**src/rtl/mult_div_unit.sv**
```systemverilog
// mult_div_unit: iterative signed/unsigned multiply and divide.
// One bit per cycle; results published on hi/lo with a done pulse.
module mult_div_unit #(
  parameter int WIDTH = 32
) (
  input  logic             clk,
  input  logic             reset,
  input  logic             start,
  input  logic [1:0]       op,
  input  logic [WIDTH-1:0] srcA,
  input  logic [WIDTH-1:0] srcB,
  output logic             busy,
  output logic             done,
  output logic             div_zero,
  output logic [WIDTH-1:0] hi,
  output logic [WIDTH-1:0] lo
);

  localparam int CNT_W = $clog2(WIDTH + 1);

  typedef enum logic [1:0] {
    IDLE,
    RUN,
    FINISH
  } state_t;

  state_t state;
  state_t state_nx;

  logic [CNT_W-1:0]   cnt;
  logic               is_div;
  logic               neg_q;
  logic               neg_r;
  logic               dz_op;
  logic [WIDTH-1:0]   a_mag;
  logic [WIDTH-1:0]   b_mag;
  logic [WIDTH-1:0]   raw_a;
  logic [2*WIDTH-1:0] acc;
  logic [2*WIDTH-1:0] acc_nx;
  logic [WIDTH-1:0]   hi_q;
  logic [WIDTH-1:0]   lo_q;
  logic               dz_q;

  logic               a_neg;
  logic               b_neg;
  logic [WIDTH-1:0]   a_abs;
  logic [WIDTH-1:0]   b_abs;

  logic [WIDTH:0]     m_sum;
  logic [WIDTH:0]     d_sh;
  logic [WIDTH-1:0]   d_dif;
  logic               d_ge;

  logic [2*WIDTH-1:0] prod;
  logic [WIDTH-1:0]   quo;
  logic [WIDTH-1:0]   rem;
  logic [WIDTH-1:0]   res_hi;
  logic [WIDTH-1:0]   res_lo;

  // op[0]=0 selects the signed variants
  assign a_neg = ~op[0] & srcA[WIDTH-1];
  assign b_neg = ~op[0] & srcB[WIDTH-1];
  assign a_abs = a_neg ? -srcA : srcA;
  assign b_abs = b_neg ? -srcB : srcB;

  always_ff @(posedge clk) begin
    if (reset) begin
      state <= IDLE;
    end else begin
      state <= state_nx;
    end
  end

  always_comb begin
    state_nx = state;
    case (state)
      IDLE:    if (start) state_nx = RUN;
      RUN:     if (cnt == CNT_W'(1)) state_nx = FINISH;
      FINISH:  state_nx = IDLE;
      default: state_nx = IDLE;
    endcase
  end

  // acc = {upper, lower}: product halves or {remainder, quotient}
  always_comb begin
    m_sum = {1'b0, acc[2*WIDTH-1:WIDTH]}
          + (acc[0] ? {1'b0, a_mag} : '0);
    d_sh  = {acc[2*WIDTH-1:WIDTH], acc[WIDTH-1]};
    d_ge  = d_sh >= {1'b0, b_mag};
    d_dif = d_sh[WIDTH-1:0] - b_mag;
    if (is_div) begin
      acc_nx = {(d_ge ? d_dif : d_sh[WIDTH-1:0]),
                acc[WIDTH-2:0], d_ge};
    end else begin
      acc_nx = {m_sum, acc[WIDTH-1:1]};
    end
  end

  always_comb begin
    prod   = neg_q ? -acc : acc;
    quo    = neg_q ? -acc[WIDTH-1:0] : acc[WIDTH-1:0];
    rem    = neg_r ? -acc[2*WIDTH-1:WIDTH]
                   : acc[2*WIDTH-1:WIDTH];
    res_hi = prod[2*WIDTH-1:WIDTH];
    res_lo = prod[WIDTH-1:0];
    if (dz_op) begin
      res_hi = raw_a;
      res_lo = '1;
    end else if (is_div) begin
      res_hi = rem;
      res_lo = quo;
    end
  end

  always_ff @(posedge clk) begin
    if (reset) begin
      cnt    <= '0;
      is_div <= 1'b0;
      neg_q  <= 1'b0;
      neg_r  <= 1'b0;
      dz_op  <= 1'b0;
      a_mag  <= '0;
      b_mag  <= '0;
      raw_a  <= '0;
      acc    <= '0;
      hi_q   <= '0;
      lo_q   <= '0;
      dz_q   <= 1'b0;
    end else begin
      case (state)
        IDLE: begin
          if (start) begin
            cnt    <= CNT_W'(WIDTH);
            is_div <= op[1];
            neg_q  <= a_neg ^ b_neg;
            neg_r  <= a_neg;
            dz_op  <= op[1] & (srcB == '0);
            a_mag  <= a_abs;
            b_mag  <= b_abs;
            raw_a  <= srcA;
            acc    <= {{WIDTH{1'b0}},
                       (op[1] ? a_abs : b_abs)};
          end
        end
        RUN: begin
          acc <= acc_nx;
          cnt <= cnt - CNT_W'(1);
        end
        FINISH: begin
          hi_q <= res_hi;
          lo_q <= res_lo;
          dz_q <= dz_op;
        end
        default: ;
      endcase
    end
  end

  // fix-up result is shown during FINISH, then held in hi_q/lo_q
  assign busy     = state != IDLE;
  assign done     = state == FINISH;
  assign hi       = done ? res_hi : hi_q;
  assign lo       = done ? res_lo : lo_q;
  assign div_zero = done ? dz_op : dz_q;

endmodule

```
**config.mk**
```make
export PLATFORM = sky130hd
export DESIGN_NAME = mult_div_unit
export DESIGN_NICKNAME = d
export VERILOG_FILES = /design/src/rtl/mult_div_unit.sv
export SDC_FILE = /design/constraint.sdc
export NUM_CORES = 1
export LEC_CHECK = 0
export CAP_MARGIN = 20
export CORE_MARGIN = 4
export CORE_UTILIZATION = 60
export CTS_BUF_LIST = sky130_fd_sc_hd__clkbuf_4 sky130_fd_sc_hd__clkbuf_8 sky130_fd_sc_hd__clkbuf_16
export DETAILED_ROUTE_END_ITERATION = 8
export HOLD_SLACK_MARGIN = 0.02
export PLACE_DENSITY_LB_ADDON = 0.1
export REMOVE_ABC_BUFFERS = 1
export SLEW_MARGIN = 5
export SYNTH_ARGS = -nofsm -noshare
export SYNTH_HDL_FRONTEND = slang
export SYNTH_SLANG_ARGS = --single-unit
```
**constraint.sdc**
```tcl
create_clock -name clk -period 3.8 [get_ports clk]
set_input_delay 0.76 -clock clk [delete_from_list [all_inputs] [get_ports clk]]
set_output_delay 0.76 -clock clk [all_outputs]
set_load 0.02 [all_outputs]
```
### After elaboration in Yosys (flattened, before gate mapping)

Cells that the tools add are included.

| storage, ports and cells | value |
|---|---|
| memories | 0 |
| output and inout bits | 67 |
| ROM bits | 0 |
| input bits | 69 |
| logic and storage cells | 62 |
| bits in registers | 237 |
| bits in latches | 0 |
| RAM bits | 0 |

| operators by class | value |
|---|---|
| equality and inequality tests | 5 |
| magnitude comparators | 1 |
| bitwise logic cells | 5 |
| $add $sub $neg | 8 |
| shift operators | 0 |
| muxes and demuxes | 23 |
| reduce and logical (&&, ||, !) cells | 7 |
| $mul | 0 |
| div/mod/pow operators | 0 |

Operators with widths:

| operator | number |
|---|---|
| 32-bit 2-to-1 mux | 13 |
| 64-bit 2-to-1 mux | 3 |
| 32-bit negator | 4 |
| 64-bit one-hot mux with 2 select lines | 1 |
| 64-bit negator | 1 |
| 32-bit by 32-bit adder with 33-bit output | 1 |
| 33-bit by 32-bit >= comparator with 1-bit output | 1 |
| 32-bit logical NOT | 1 |
| 32-bit subtractor | 1 |
| 6-bit one-hot mux with 2 select lines | 1 |
| 6-bit by 1-bit equality test with 1-bit output (second input constant) | 1 |
| 6-bit 2-to-1 mux | 1 |
| 2-bit AND reduction | 3 |
| 6-bit by 1-bit subtractor with 6-bit output (second input constant) | 1 |
| 2-bit 2-to-1 mux | 2 |
| 2-bit inequality test (second input constant) | 2 |
| 2-bit one-hot mux with 2 select lines | 1 |
| 2-bit nonzero test | 2 |
| 1-bit bitwise AND | 3 |
| 2-bit by 1-bit equality test with 1-bit output (second input constant) | 1 |
| 2-bit equality test (second input constant) | 1 |
| 2-bit logical NOT | 1 |
| 1-bit 2-to-1 mux | 1 |
| 1-bit NOT | 1 |
| 1-bit bitwise XOR | 1 |

### Longest topological paths before layout

Gate-level depths: netlist of the first run.

| logic depth | value |
|---|---|
| depth after elaboration | 6 |
| depth in mapped cells | 15 |

### Worst setup path after synthesis of the first run

OpenSTA, ideal clock, no wires.

| path | value |
|---|---|
| path type | register to output |
| from | register acc[6] |
| to | output hi[21] |
| stages on the path, launching flop included | 12 |
| setup slack | 0.210 ns |
| data arrival time | 2.830 ns |
| path through | dfxtp_1 > buf_6 > or4_4 > nor3_4 > or3b_1 > or3_4 > a21o_1 > nand2_1 > a31oi_1 > xor2_1 > mux2i_1 > a21oi_1 |

| between the ends | value |
|---|---|
| cells in the longest elaborated chain, start to end | 5 |

Ends and longest elaborated chain:

| element | line | RTL |
|---|---|---|
| start, declared | 38 | `logic [2*WIDTH-1:0] acc;` |
| start signal, assigned | 141 | `acc <= {{WIDTH{1'b0}},` |
| start signal, assigned | 146 | `acc <= acc_nx;` |
| 64-bit negator | 100 | `prod = neg_q ? -acc : acc;` |
| 64-bit 2-to-1 mux | 100 |  |
| 32-bit 2-to-1 mux | 109 | `end else if (is_div) begin` |
| 32-bit 2-to-1 mux | 106 | `if (dz_op) begin` |
| 32-bit 2-to-1 mux | -- |  |
| end, declared | 15 | `output logic [WIDTH-1:0] hi,` |

Every way passes these cells.

### Worst setup path in the final report of the first run

| path | value |
|---|---|
| from | register acc[13] |
| to | output hi[16] |

The elaborated chain is that of the path after synthesis.

==> results of run 1 <==
==> layout make-up <==
type / count / area share
Sequential cell: 236 / 0.221
Clock buffer: 39 / 0.0378
Tap cell: 341 / 0.0199
Multi-Input combinational cell: 1747 / 0.539
Clock inverter: 7 / 0.00566
Timing Repair Buffer: 410 / 0.165
Inverter: 69 / 0.0121
==> sequential cells by signal (all words and copies together) (netlist names) <==
signal  count
a_mag      32
acc        64
b_mag      32
cnt         6
dz_op       1
dz_q        1
hi_q       32
is_div      1
lo_q       32
neg_q       1
neg_r       1
raw_a      31
state       2
==> power by group through the flow <==
| stage | clock network [mW] | registers (mW) | logic (mW) |
|---|---|---|---|
| after global routing | 2.85 | 2.74 | 2.41 |
| after CTS | 2.75 | 2.73 | 2.12 |
| after global placement | 0 | 2.77 | 1.99 |
| final | 2.76 | 2.73 | 2.28 |
| after floorplan | 0 | 2.80 | 1.11 |
| after detailed placement | 0 | 2.78 | 2.02 |
==> routing by layer <==
metal / GRT usage / routed length, µm / vias up / part of all wire
met5: 0 / 0 / - / 0
li1: - / - / 8410 / -
met3: 0.0827 / 7240 / 329 / 0.11
met2: 0.650 / 28700 / 1345 / 0.44
met1: 0.512 / 24800 / 8681 / 0.38
met4: 0.242 / 5020 / 0 / 0.076
==> worst max path at each step <==
stage | start | endpoint | slack, ns | cells after the start
6_report | acc[13] | hi[16] | -0.51 | 14
5_1_grt | acc[13] | hi[21] | -0.61 | 13
4_1_cts | acc[13] | hi[31] | -0.38 | 12
3_5_place_dp | acc[13] | hi[26] | -0.37 | 13
3_3_place_gp | acc[13] | hi[26] | -0.28 | 13
2_1_floorplan | start | acc[27] | -0.60 | 5
==> synthesized netlist by cell type (13+ instances only) <==
library cell,number,area share
nor3_1,37,0.011
nand2_1,241,0.055
buf_1,14,0.0032
nand2b_1,18,0.0068
inv_1,69,0.016
o31ai_1,26,0.012
a21o_1,21,0.0096
xnor2_1,66,0.035
dfxtp_1,236,0.29
or4_1,17,0.0077
nor4_1,15,0.0057
a211oi_1,112,0.051
o21a_1,13,0.0059
nor2_1,243,0.055
a31oi_1,21,0.0080
mux2i_1,53,0.032
ha_1,70,0.053
nor2b_1,60,0.023
a21oi_1,241,0.073
o211ai_1,24,0.011
nand4_1,13,0.0049
nand3_1,36,0.011
clkbuf_1,120,0.027
and2_1,42,0.016
xor2_1,108,0.057
o21ai_0,106,0.032
==> stage by stage <==
| stage | hold slack, ns | setup WS (ns) | setup TNS (ns) | utilization |
|---|---|---|---|---|
| floorplan | 0.426 | -0.604 | -36.11 | - |
| global placement | 0.441 | -0.276 | -3.90 | 0.721 |
| detailed placement | 0.448 | -0.370 | -6.02 | 0.721 |
| CTS | 0.456 | -0.383 | -9.00 | 0.779 |
| global route | 0.476 | -0.614 | -16.99 | 0.793 |
| finish | 0.456 | -0.514 | -12.64 | 0.793 |
==> cells by family (layout without fill, tap and decap cells) <==
group                      count (synthesis)  in the layout
and+or+nand+nor                          779            779
AOI/OAI and AO/OA                        667            667
DFF                                      236            236
buffers and inverters                    215            525
xor gates and xnor gates                 174            174
adders and majority gates                 72             72
muxes                                     55             55
==> what timing repair did <==
action	in CTS	in global routing
buffers inserted	41	14
pin swaps	73	58
resized for setup	329	104
cloned	0	1
endpoints found under the setup margin	51	65
==> critical path, delay by kind of cell, from the launching register on <==
kind / cells / cell delay (ns)
compound gates: 3 / 0.40
flops: 1 / 0.32
buf+inv: 4 / 0.64
simple gates: 6 / 1.55
xor+xnor: 1 / 0.08
==> impl_metrics.ini, run 1 <==
[floorplanning]
initial_core_util = 0.611
die-area_um2 = 30200
core_um2 = 27000
rows = 60
ios = 136
die_h_um = 174
die_w_um = 174

[clocking]
cts_buffer_depth = 3
clk_pin_slew_ns = 0.06
clkSinkCount = 236
cts_made_buffers = 26
root_buffer = clkbuf_16
cts_tree = yes
cts_hold_buffers = 0
htree_levels = 1
clk_latency_ns = 0.55

[power_and_ir_drop]
powerDensity_nw_per_um2 = 362
combPwrFrac = 0.293
switching_share = 0.329
finalPower_mw = 7.77
seq_power_share = 0.352
switchingPower_mw = 2.55
leakagePower_nw = 8.95
ir_drop_v = 0.000374
internal_power_mw = 5.21
clkPwrFrac = 0.355

[global_routing]
globalRouteOverflowTotal = 0
grt_pass1_vias = 18000
grt_first_pass_wirelength_um = 99200
antenna_found_initial = 0
grt_util_all_layers = 0.408
grt_max_degree = 87

[finish]
multiInputGateArea_um2 = 11600
fin_nets = 2631
final_cell_mix = buf_4 (265), nor2_1 (236), nand2_1 (235)
n_fill_cell = 1888
final_cells = 2849
syn_to_final_growth_pct = 29.9
final_common_cell = buf_4
drive_gt1_frac = 0.201
antenna_cells = 0
stdcell_area_um2 = 21400
seq_area_um2 = 4730

[yosys]
async_flop_share = 0
yosysSeqAreaShare = 0.286
ys_ff_latch = 236
yosys.area_share.simple = 0.225
yosysUniqueCellTypes = 83
synth_xor_area_frac = 0.0924
avgSynthCellArea_um2 = 7.51
synth_top_family_by_area = compound AO/OA/AOI/OAI gates
synth_ff_type = dfxtp_1
synth_compound_area_frac = 0.255
yosysWarnings = 0
muxShareOfSynthArea = 0.0337
synth_adder_area_share = 0.0555
netlist_area_um2 = 16500
synthCells = 2198
synth_edf_count = 0

[hold_path]
worstHoldStart = raw_a[29]
holdPathStages = 2
whs_endpoint = raw_a[29]
min_path_type = register to register

[place]
place_hpwl_um = 47600
io_buffers = 135
gp_congestion = 1.07
place_area_um2 = 19500
dp.cells = 2759

[worst_setup_path]
cp-start-kind = register
cp.arrival_ns = 3.55
critPathSlowestCell = or4_4
r2r_start = acc[13]
worstRegToRegCells = 23
path_class = register to output pin
reg2reg_slack_ns = -0.31
r2r_end = hi_q[14]
worstPathCellList = or4_4, buf_6, nor4_4, nand4_1, nor4b_4, buf_4, nor2_2, buf_6, a21oi_2, xor2_1, nor2_1, a21oi_2, a21oi_1, buf_4
crit_fanout = 6
end_kind = output pin
max_stage_delay_ns = 0.55
cp.required_ns = 3.04

[sta]
period_needed_ns = 4.31
worst_slew_pin_slew_ns = 0.817
fmax_mhz = 232
worst_slack_ns = -0.514
timing.final.crit_share = 1.14
rsz0062_at_grt = true
relSlewSlack = 0.456
timing_hold_violations_final = 0
slew_viol_final = 0
skew_ns = 0.0164
setup_viol = 38

[route]
drt-initial-drc-count = 2162
wl_per_cell_um = 23.1
drc = 0
vias_per_cell = 6.59
ant_nets = 0
via_count = 18800
wirelength_um = 65800
first_pass_iters = 8

[flow_run]
cap_violations = 0

[run_status]
status = finished, violations left
violations = negative setup slack
Note: power is estimated with default switching activity, not from simulation.
==> run 2: changes to the inputs <==
Settings changed: CORE_UTILIZATION 60 to 35, SKIP_CTS_REPAIR_TIMING set to 1.
==> run 2 against run 1 <==
  * Clock power rose by 3%
  * Core utilization fell by 33 points
  * Maximum frequency rose by 1.0%
  * Worst hold slack got worse by 0.0085 ns
  * Design area rose by 1.3%
  * Routed wire length rose by 3.9%
  * Largest power group unchanged
  * Highest routed layer unchanged
  * Worst setup slack improved by 0.043 ns
  * The flow still finishes with violations (negative setup slack)
  * Largest cell class unchanged
  * First-iteration DRC count fell by 35%
==> impl_metrics.ini, run 2 (synthesis results as in run 1) <==
[finish]
stdcell_area_um2 = 21700
final_cell_mix = buf_4 (270), nand2_1 (239), nor2_1 (237)
final_cells = 3114
drive_gt1_frac = 0.196
largest_reg_flops = 64
regMostFlops = acc
final_common_cell = buf_4
fin_nets = 2627
syn_to_final_growth_pct = 31.6
antenna_cells = 0

[route]
via_count = 17300
drt-initial-drc-count = 1395
ant_nets = 0
wirelength_um = 68400
first_pass_iters = 6
drc = 0
vias_per_cell = 5.56
wl_per_cell_um = 22.0

[global_routing]
grt_util_all_layers = 0.257
globalRouteOverflowTotal = 0
antenna_found_initial = 1
grt_max_degree = 87
grt_pass1_vias = 16300
grt_first_pass_wirelength_um = 101000

[floorplanning]
rows = 79
ios = 136
core_um2 = 46600
die-area_um2 = 50700
die_w_um = 225
initial_core_util = 0.354
die_h_um = 225

[sta]
setup_tns_ns = -10.98
relSlewSlack = 0.433
worst_slack_ns = -0.472
slew_viol_final = 0
setup_viol = 33
timing_hold_violations_final = 0
period_needed_ns = 4.27
fmax_mhz = 234
timing.final.crit_share = 1.12
hold_ws_ns = 0.448
worst_slew_pin_slew_ns = 0.851
rsz0062_at_grt = true
skew_ns = 0.0220

[clocking]
cts_buffer_depth = 3
clkSinkCount = 236
clk_pin_slew_ns = 0.06
root_buffer = clkbuf_16
cts_made_buffers = 29
clk_latency_ns = 0.60
htree_levels = 1
cts_tree = yes

[worst_setup_path]
reg2reg_slack_ns = 0.17
cp-start-kind = register
r2r_start = acc[32]
cp-endpoint = hi[6]
crit_path_start = acc[13]
cp.required_ns = 3.04
crit_fanout = 5
end_kind = output pin
r2r_end = acc[39]
worstRegToRegCells = 13
path_class = register to output pin
cp.arrival_ns = 3.51

[hold_path]
worstHoldStart = raw_a[30]
min_path_type = register to register

[run_status]
violations = negative setup slack
status = finished, violations left

[place]
place_ws_ns = -0.440
io_buffers = 135
place_area_um2 = 20000
place_hpwl_um = 53400
gp_congestion = 0.971
dp.cells = 3051

[power_and_ir_drop]
ir_drop_v = 0.000363
leakagePower_nw = 9.05
powerDensity_nw_per_um2 = 362

[flow_run]
cap_violations = 0
[run 2: cell count changes in the layout (fill, tap and decap cells not counted), moves of 3 or more]
cell and delta:
buf_6 -23, dlymetal6s2s_1 +9, clkdlybuf4s50_1 -3, clkbuf_2 +3, xor2_2 +4, buf_4 +5
clkinvlp_4 +4, buf_2 +3, clkdlybuf4s15_2 -4, nand2_2 -3, xor2_1 -4, nand2_1 +4
buf_12 +5
[run 2: worst min path at each step]
stage                 to  slack, ns  cells past startpoint
2_1_floorplan  a_mag[31]       0.43                      2
3_3_place_gp   raw_a[30]       0.44                      2
3_5_place_dp   raw_a[30]       0.44                      2
4_1_cts        raw_a[30]       0.45                      2
5_1_grt         hi_q[10]       0.48                      2
6_report       raw_a[30]       0.45                      2
[run 2: worst max-delay path, stage by stage (launching register included)]
cell      delay [ns]
dfxtp_2         0.31
or4_4           0.53
buf_6           0.14
nor4_4          0.14
nand4_1         0.25
buf_4           0.21
buf_6           0.13
nor4_4          0.14
nor2_1          0.08
o21ai_2         0.20
buf_4           0.14
xor2_2          0.17
nand2_1         0.07
o211ai_1        0.12
nand2_1         0.11
buf_6           0.15
[run 2: power breakdown]
group,internal [mW],switching [mW]
Clock,1.65,1.20
Sequential,2.62,0.102
Combinational,0.935,1.35
[run 2: routing by layer]
metal | share of wire | routed length [µm] | global-route usage | up-vias
li1 | - | - | - | 8415
met1 | 0.45 | 31100 | 0.357 | 8214
met2 | 0.44 | 30100 | 0.403 | 573
met3 | 0.063 | 4310 | 0.0443 | 109
met4 | 0.041 | 2820 | 0.0915 | 0
met5 | 0 | 0 | 0 | -
[run 2: per-stage QoR]
| step | total power [mW] | util |
|---|---|---|
| 6_report | 7.86 | 0.466 |
| 5_1_grt | 8.21 | 0.466 |
| 4_1_cts | 7.76 | 0.451 |
| 3_5_place_dp | 4.91 | 0.430 |
| 3_3_place_gp | 4.90 | 0.430 |
| 2_1_floorplan | 3.91 | - |
[run 2: layout make-up]
type,count,area (µm²)
fillers,4647,24800
multi-input cells,1747,11500
flip-flops and latches,236,4730
repair buffers,403,3450
clock buffers,40,858
well taps,607,759
inverters,69,259
clock inverters,12,114
==> run 3: changes to the inputs <==
Settings changed: CELL_PAD_IN_SITES_DETAIL_PLACEMENT set to 0, CELL_PAD_IN_SITES_GLOBAL_PLACEMENT set to 1.
==> run 3 against run 2 <==
  * The run still ends with negative setup slack left
  * Critical path depth down 4
  * Largest cell class unchanged
  * Clock skew up 0.0043 ns
  * Combinational power hardly changed
  * Cell count is 0.55% higher
==> impl_metrics.ini, run 3 (synthesis results as in run 1) <==
[global_routing]
grt_util_all_layers = 0.258
globalRouteOverflowTotal = 0
antenna_found_initial = 0
grt_pass1_vias = 16400
grt_first_pass_wirelength_um = 101000
grt_max_degree = 98

[sta]
period_needed_ns = 4.35
skew_ns = 0.0264
rsz0062_at_grt = true
slew_viol_final = 0
timing.final.crit_share = 1.14
relSlewSlack = 0.439
fmax_mhz = 230
worst_slew_pin_slew_ns = 0.831
setup_tns_ns = -13.81
timing_hold_violations_final = 0
worst_slack_ns = -0.550
hold_ws_ns = 0.448
setup_viol = 37

[worst_setup_path]
path_class = register to output pin
r2r_start = acc[35]
cp.required_ns = 3.04
r2r_end = acc[33]
worstRegToRegCells = 14
reg2reg_slack_ns = 0.16
crit_fanout = 3
end_kind = output pin
cp.arrival_ns = 3.59
cp-start-kind = register

[place]
gp_congestion = 0.949
place_hpwl_um = 53900
io_buffers = 135
dp.cells = 3062

[finish]
fin_nets = 2641
seq_area_um2 = 4730
regMostFlops = acc
final_util = 0.467
drive_gt1_frac = 0.202
final_common_cell = buf_4
n_fill_cell = 4804
multiInputGateArea_um2 = 11500
syn_to_final_growth_pct = 31.8
final_cell_mix = buf_4 (288), nor2_1 (239), nand2_1 (235)
final_cells = 3131
largest_reg_flops = 64

[route]
drc = 0
wl_per_cell_um = 22.0
first_pass_iters = 5
drt-initial-drc-count = 1376
via_count = 17300
ant_nets = 0
vias_per_cell = 5.52
wirelength_um = 68900

[clocking]
clk_pin_slew_ns = 0.06
cts_made_buffers = 30
root_buffer = clkbuf_16
clk_latency_ns = 0.59
cts_buffer_depth = 3
cts_tree = yes
clkSinkCount = 236
htree_levels = 1

[power_and_ir_drop]
leakagePower_nw = 9.08
ir_drop_v = 0.000380
powerDensity_nw_per_um2 = 366

[hold_path]
whs_endpoint = raw_a[28]
worstHoldStart = raw_a[28]
holdPathStages = 2
min_path_type = register to register

[floorplanning]
initial_core_util = 0.354
rows = 79
die_h_um = 225
die_w_um = 225
core_um2 = 46600
ios = 136
die-area_um2 = 50700

[run_status]
status = finished, violations left
violations = negative setup slack

[flow_run]
cap_violations = 0
-- run 3: cell types whose count changed in the layout (fill, tap and decap cells not counted), moves of 3 or more --
| cell | before | now |
|---|---|---|
| buf_4 | 270 | 288 |
| clkbuf_4 | 3 | 9 |
| buf_12 | 10 | 5 |
| buf_2 | 5 | 9 |
| dlymetal6s2s_1 | 9 | 5 |
| nand2_1 | 239 | 235 |
| clkbuf_8 | 8 | 5 |
| nand2_2 | 0 | 3 |
| o21ai_4 | 6 | 3 |
-- run 3: metrics by stage --
stage / worst slack (ns) / area [µm²] / total power [mW]
6_report: -0.550 / 21700 / 7.95
5_1_grt: -0.672 / 21700 / 8.30
4_1_cts: -1.07 / 21100 / 7.88
3_5_place_dp: -0.424 / 20100 / 4.91
3_3_place_gp: -0.449 / 20100 / 4.91
2_1_floorplan: -0.604 / 15900 / 3.91
-- run 3: layout make-up --
| cell class | instances | area share |
|---|---|---|
| well taps | 607 | 0.0349 |
| diodes | 1 | 0.000115 |
| repair buffers | 416 | 0.160 |
| clock buffers | 44 | 0.0408 |
| clock inverters | 11 | 0.00593 |
| flip-flops and latches | 236 | 0.218 |
| inverters | 69 | 0.0119 |
| multi-input cells | 1747 | 0.529 |
-- run 3: worst max path at each step --
stage	from	endpoint	depth (start not counted)	slack, ns
after global routing	acc[16]	hi[31]	12	-0.67
after detailed placement	acc[13]	hi[26]	12	-0.42
after CTS	acc[13]	hi[26]	12	-1.07
final	acc[16]	hi[3]	11	-0.55
after global placement	acc[13]	hi[26]	12	-0.45
after floorplan	start	acc[27]	5	-0.60
-- run 3: metal layers --
| layer | vias up | track usage | wire (µm) |
|---|---|---|---|
| li1 | 8427 | - | - |
| met5 | - | 0 | 0 |
| met3 | 98 | 0.0365 | 3820 |
| met2 | 534 | 0.417 | 31400 |
| met1 | 8224 | 0.358 | 31300 |
| met4 | 0 | 0.0772 | 2470 |
-- run 3: report_power, final --
group          switching, mW  internal (mW)  leakage (nW)  total (mW)
Combinational           1.34          0.942          6.64        2.29
Clock                   1.18           1.75         0.506        2.93
Sequential             0.105           2.63          1.93        2.73
-- run 3: worst max-delay path, stage by stage (launching register included) --
cell      delay (ns)
dfxtp_1         0.31
or4_4           0.56
or3_4           0.38
nor4b_4         0.39
nand3b_4        0.14
o21ai_2         0.19
buf_4           0.17
o21ai_0         0.11
xor2_1          0.26
mux2i_1         0.11
o21ai_1         0.19
buf_4           0.18
